$ cat config.mk
export PLATFORM = sky130hd
export DESIGN_NAME = pulse_conditioner
export DESIGN_NICKNAME = d
export VERILOG_FILES = /design/src/rtl/pulse_cond_pkg.sv /design/src/rtl/sync_ff.sv /design/src/rtl/pulse_conditioner.sv
export SDC_FILE = /design/constraint.sdc
export NUM_CORES = 1
export LEC_CHECK = 0
export CAP_MARGIN = 20
export CELL_PAD_IN_SITES_DETAIL_PLACEMENT = 1
export CELL_PAD_IN_SITES_GLOBAL_PLACEMENT = 1
export CORE_MARGIN = 5
export CORE_UTILIZATION = 46
export CTS_CLUSTER_DIAMETER = 100
export CTS_CLUSTER_SIZE = 8
export DETAILED_ROUTE_END_ITERATION = 8
export PLACE_DENSITY = 0.81
export SETUP_SLACK_MARGIN = 0.2
export SYNTH_ARGS = -nofsm -noshare
export SYNTH_HDL_FRONTEND = slang
export SYNTH_HIERARCHICAL = 1
export SYNTH_SLANG_ARGS = --single-unit
$ cat constraint.sdc
create_clock -name CLK -period 2.7 [get_ports CLK]
set_input_delay 0.54 -clock CLK [delete_from_list [all_inputs] [get_ports CLK]]
set_output_delay 0.54 -clock CLK [all_outputs]
set_load 0.005 [all_outputs]
$ cat src/rtl/pulse_cond_pkg.sv
// pulse_cond_pkg: shared state encodings, counter widths and limits for the pulse conditioner.
package pulse_cond_pkg;
    localparam int FLT_W  = 8;
    localparam int HOLD_W = 16;
    localparam int TMO_W  = 24;
    localparam logic [15:0] GLITCH_MAX = 16'hFFFF;
    localparam logic [1:0] ST_LOW_STABLE  = 2'd0;
    localparam logic [1:0] ST_RISE_QUAL   = 2'd1;
    localparam logic [1:0] ST_HIGH_STABLE = 2'd2;
    localparam logic [1:0] ST_FALL_QUAL   = 2'd3;
    typedef enum logic [1:0] {
        LOW_STABLE  = ST_LOW_STABLE,
        RISE_QUAL   = ST_RISE_QUAL,
        HIGH_STABLE = ST_HIGH_STABLE,
        FALL_QUAL   = ST_FALL_QUAL
    } state_e;
    function automatic logic level_of(input state_e st);
        return (st == HIGH_STABLE) || (st == FALL_QUAL);
    endfunction
endpackage

$ cat src/rtl/sync_ff.sv
// sync_ff: parameterised-depth flop chain bringing an asynchronous input into the clk domain.
module sync_ff #(
    parameter int DEPTH = 2
) (
    input  logic clk,
    input  logic rst_n,
    input  logic d,
    output logic q
);
    logic [DEPTH-1:0] ff_q, ff_d;
    always_comb ff_d = {ff_q[DEPTH-2:0], d};
    always_ff @(posedge clk or negedge rst_n) begin
        if (!rst_n) ff_q <= '0;
        else        ff_q <= ff_d;
    end
    assign q = ff_q[DEPTH-1];
endmodule

$ cat src/rtl/pulse_conditioner.sv
// pulse_conditioner: synchronise, qualify and stretch a raw pulse; report glitches and loss of signal.
module pulse_conditioner
    import pulse_cond_pkg::*;
#(
    parameter int                SYNC_STAGES = 2,
    parameter logic [FLT_W-1:0]  FILTER_LEN  = 8'd8,
    parameter logic [HOLD_W-1:0] MIN_HOLD    = 16'd22,
    parameter logic [TMO_W-1:0]  TIMEOUT     = 24'd1000000
) (
    input  logic        CLK,
    input  logic        rst_n,
    input  logic        pulse_in,
    input  logic        enable,
    input  logic        clr_stats,
    output logic        pulse_out,
    output logic        rise_strobe,
    output logic        fall_strobe,
    output logic [15:0] glitch_count,
    output logic        no_signal
);
    state_e              state_q, state_d;
    logic [FLT_W-1:0]    flt_q, flt_d;
    logic [HOLD_W-1:0]   hold_q, hold_d;
    logic [TMO_W-1:0]    tmo_q, tmo_d;
    logic [15:0]         glitch_q, glitch_d;
    logic                pulse_out_q, pulse_out_d;
    logic                rise_q, rise_d, fall_q, fall_d;
    logic                s, glitch_inc;

    sync_ff #(.DEPTH(SYNC_STAGES)) u_sync (
        .clk   (CLK),
        .rst_n (rst_n),
        .d     (pulse_in),
        .q     (s)
    );

    always_comb begin
        state_d    = state_q;
        flt_d      = flt_q;
        hold_d     = hold_q;
        tmo_d      = (tmo_q == TIMEOUT) ? tmo_q : tmo_q + TMO_W'(1);
        rise_d     = 1'b0;
        fall_d     = 1'b0;
        glitch_inc = 1'b0;
        if (!enable) begin
            state_d = LOW_STABLE;
            flt_d   = '0;
            hold_d  = '0;
            tmo_d   = '0;
        end else begin
            case (state_q)
                LOW_STABLE, HIGH_STABLE: begin
                    // Stable states: a running hold masks the input entirely.
                    if (hold_q != '0) begin
                        hold_d = hold_q - HOLD_W'(1);
                    end else if (s != level_of(state_q)) begin
                        state_d = (state_q == LOW_STABLE) ? RISE_QUAL : FALL_QUAL;
                        flt_d   = FLT_W'(1);
                    end
                end
                RISE_QUAL, FALL_QUAL: begin
                    if (s == level_of(state_q)) begin
                        state_d    = (state_q == RISE_QUAL) ? LOW_STABLE : HIGH_STABLE;
                        glitch_inc = 1'b1;
                    end else if (flt_q == FILTER_LEN) begin
                        state_d = (state_q == RISE_QUAL) ? HIGH_STABLE : LOW_STABLE;
                        rise_d  = (state_q == RISE_QUAL);
                        fall_d  = (state_q == FALL_QUAL);
                        hold_d  = MIN_HOLD;
                        tmo_d   = '0;
                    end else begin
                        flt_d = flt_q + FLT_W'(1);
                    end
                end
                default: state_d = LOW_STABLE;
            endcase
        end
        glitch_d    = clr_stats ? '0 :
                      (glitch_inc && glitch_q != GLITCH_MAX) ? glitch_q + 16'd1 : glitch_q;
        pulse_out_d = level_of(state_d);
    end

    always_ff @(posedge CLK or negedge rst_n) begin
        if (!rst_n) begin
            state_q     <= LOW_STABLE;
            flt_q       <= '0;
            hold_q      <= '0;
            tmo_q       <= '0;
            glitch_q    <= '0;
            pulse_out_q <= 1'b0;
            rise_q      <= 1'b0;
            fall_q      <= 1'b0;
        end else begin
            state_q     <= state_d;
            flt_q       <= flt_d;
            hold_q      <= hold_d;
            tmo_q       <= tmo_d;
            glitch_q    <= glitch_d;
            pulse_out_q <= pulse_out_d;
            rise_q      <= rise_d;
            fall_q      <= fall_d;
        end
    end

    assign pulse_out    = pulse_out_q;
    assign rise_strobe  = rise_q;
    assign fall_strobe  = fall_q;
    assign glitch_count = glitch_q;
    assign no_signal    = (tmo_q == TIMEOUT);
endmodule

==> metrics <==
nets 429; Tcrit/Tclk final 87.05%; gr ovfl total 0; Net Sw Power 0.001103 W; vias per cell 5.835; initial antenna violation count 0; synthesized area 3764 um2; die area 10090 um2; post-CTS sizing 3; wire per inst 16.90 um; Clock transition at path regs 0.08 ns; number of synthesized register bits 71; Mapped Avg Cell Area 9.725 um2; crit path buf inv count 1; vias 3081; Hold Buf Count CTS 0; Top Ports 25; largest family of logic cells by synthesized area simple AND/OR/NAND/NOR gates; Total Routed Length 8.925 mm; First DRT Iteration DRCs 104; Fmax 425.5 MHz; layout cells sized above 1 8.983%; Fin. Hold Viols 0; Simple-Gate Fraction of Synth Area 27.96%; DRT Pass-1 Iters 4; Die Wd 100.5 um; dpl ws 0.2252 ns; vias in the first global route 3271; Filler Cells Inserted 938; Internal Power 0.002088 W; PwrDens 730.9 nW/um2; drt drc 0; CTS H-Tree Depth 3; number of synthesized flops with an enable pin 0; CP required 2.16 ns; Comb power frac 28.2%; Startpoint Class flip-flop; Sink Count 71; Yosys Warn Count 6; setup ws final 0.3496 ns; Core ar. 8093 um2; DP HPWL 6.336 mm; CTS Buf Count 9; status finished, final reports clean; # Max-Cap Violations 0; Seq/Total Area, Yosys 47.21%; Die H 100.5 um; sequential share of power 41.8%; largest net degree at the start of global routing 51; Compound-Gate Fraction of Synth Area 9.142%; Slew Limit Fails 0; Async SR Flop Fraction 100.0%; Tmin final 2.350 ns; CTS max path bufs 2; global-route wire length before repair 15.46 mm; Starting Density 46.51%; cell count after synthesis 387; RD Place Congestion 0.7935; clock latency at the later pin of the worst-skew pair 0.35 ns; Post-Place Cells 512; Final setup viols 0; CP Cell Sequence or4b_4, nor4_2, dlygate4sd2_1; Leakage Power 1.763 nW; TNS Setup 0 ns; Hold Path Class input pin to async pin; DRT antenna net count 0; Slowest cell on crit path or4b_4; CTS tree built; Slew HR 46.32%; P&R area growth vs syn 15.99%; Antenna Cells 0; post-synthesis mux area share 0.5319%; Rows 33; CP Class flip-flop to output port; RSZ-0062 raised after global routing no; number of setup buffers added after CTS 0; Switching Fraction 34.55%; root buf cell clkbuf_8; Primary FF master, synth dfrtp_1; syn nets 398; CP top delay family simple AND/OR/NAND/NOR gates; critical path data arrival time 1.81 ns; worst clock skew 0.01014 ns; Port Buffers 24; Worst Tran Pin Value 0.7978 ns; Critical Path Fanout Max 4; crit end category output port; Netlist cell types 54; crit-path max cell delay 0.58 ns; GRT Total Usage 19.01%; Post-Synth Adder-Cell Area 1.995%; Clock power frac 30.0%; Finished Layout Cells 528; Post-Synth XOR/XNOR Area 10.24%; peak supply drop 431.1 uV
## area by class of cell
class	count	area, um2	share of cell area, %
clock inverters	6	83.83	1.920
flip-flops and latches	71	1777	40.70
clock buffers	10	137.6	3.153
well taps	105	131.4	3.009
inverters	13	48.80	1.118
repair buffers	30	291.5	6.678
multi-input cells	293	1896	43.42
## state kept, by name (all words and copies together) (netlist names), 2 cells and up
signal / flops
flt_q: 8
glitch_count: 16
hold_q: 16
state_q: 2
tmo_q: 24
u_sync/ff_q: 2
## metal layers
metal | track usage [%] | vias to the layer above | part of all wire [%]
li1 | - | 1447 | -
met1 | 23.89 | 1579 | 44
met2 | 32.77 | 37 | 52
met3 | 2.837 | 18 | 2.0
met4 | 7.668 | 0 | 2.0
met5 | 0 | - | 0
## placed cells by master (no fill, tap or decap), types with 3 or more instances in the layout
master	instances
a21oi_1	19
and3_1	6
and4_1	5
buf_4	5
clkbuf_8	10
clkdlybuf4s50_1	22
clkinv_2	3
dfrtp_1	71
ha_1	6
inv_1	12
nand2_1	22
nand3_1	22
nand4_1	12
nand4b_1	3
nor2_1	53
nor3_1	20
nor4_1	7
nor4_4	4
o21ai_0	19
or3_1	11
xnor2_1	21
xor2_1	23
## per-stage QoR
stage	area [um2]	hold slack (ns)	util, %	total power [W]
finish	4365	0.1571	53.94	0.003191
global route	4365	0.1925	53.94	0.003399
floorplan	3764	0.2444	-	0.002028
detailed placement	4135	0.3371	51.10	0.002264
global placement	4135	0.3332	51.10	0.002209
CTS	4365	0.1656	53.94	0.003231
## cells in the mapped netlist, types with 2 or more instances
cell type   n  area share (%)
nand2b_1    2            0.33
buf_4       2            0.40
buf_6       2            0.60
a211oi_1    2            0.40
a21oi_1    19             2.5
nor4_4      4             2.3
nand2_1    22             2.2
xor2_1     23             5.4
o31ai_1     2            0.40
nand4_1    12             2.0
nand3b_1    2            0.40
o211ai_1    2            0.40
nor2_1     53             5.3
and4_1      5             1.2
xnor2_1    21             4.9
o21ai_0    19             2.5
nand4b_1    3            0.70
nor3b_1     2            0.40
ha_1        6             2.0
and3_1      6             1.0
clkbuf_1    4            0.40
nor4_1      8             1.3
mux2i_1     2            0.53
or3_1      11             1.8
nand3_1    22             2.9
o2111ai_1   2            0.47
inv_1      12             1.2
a31oi_1     2            0.33
nor3_1     20             2.7
dfrtp_1    71              47
## path summary, 6_finish.rpt
| check | endpoint | startpoint | slack (ns) | depth (start not counted) |
|---|---|---|---|---|
| setup / recovery | no_signal | tmo_q[4] | 0.35 | 3 |
| hold / removal | glitch_count[7] | rst_n | 0.16 | 1 |
| setup reg to reg | glitch_count[5] | glitch_count[2] | 0.53 | 5 |
| hold reg to reg | u_sync/ff_q[1] | u_sync/ff_q[0] | 0.35 | 0 |
| max in group asynchronous | hold_q[2] | rst_n | 1.88 | 2 |
| min in group CLK | u_sync/ff_q[1] | u_sync/ff_q[0] | 0.35 | 0 |
## kinds of logic after synthesis
family                   after synthesis
flip-flops                            71
buffers and inverters                 23
XOR/XNOR                              44
AO/OA/AOI/OAI                         56
multiplexers                           2
adder cells (fa/ha/maj)                6
AND/OR/NAND/NOR                      185
## power groups by stage
stage               registers [W]  clock network, W  logic (W)
floorplan                 0.00131                 0   0.000720
global placement          0.00134                 0   0.000866
detailed placement        0.00135                 0   0.000911
CTS                       0.00133          0.000981   0.000916
global route              0.00135           0.00103    0.00101
finish                    0.00133          0.000957   0.000900
(Power assumes the default switching activity.)
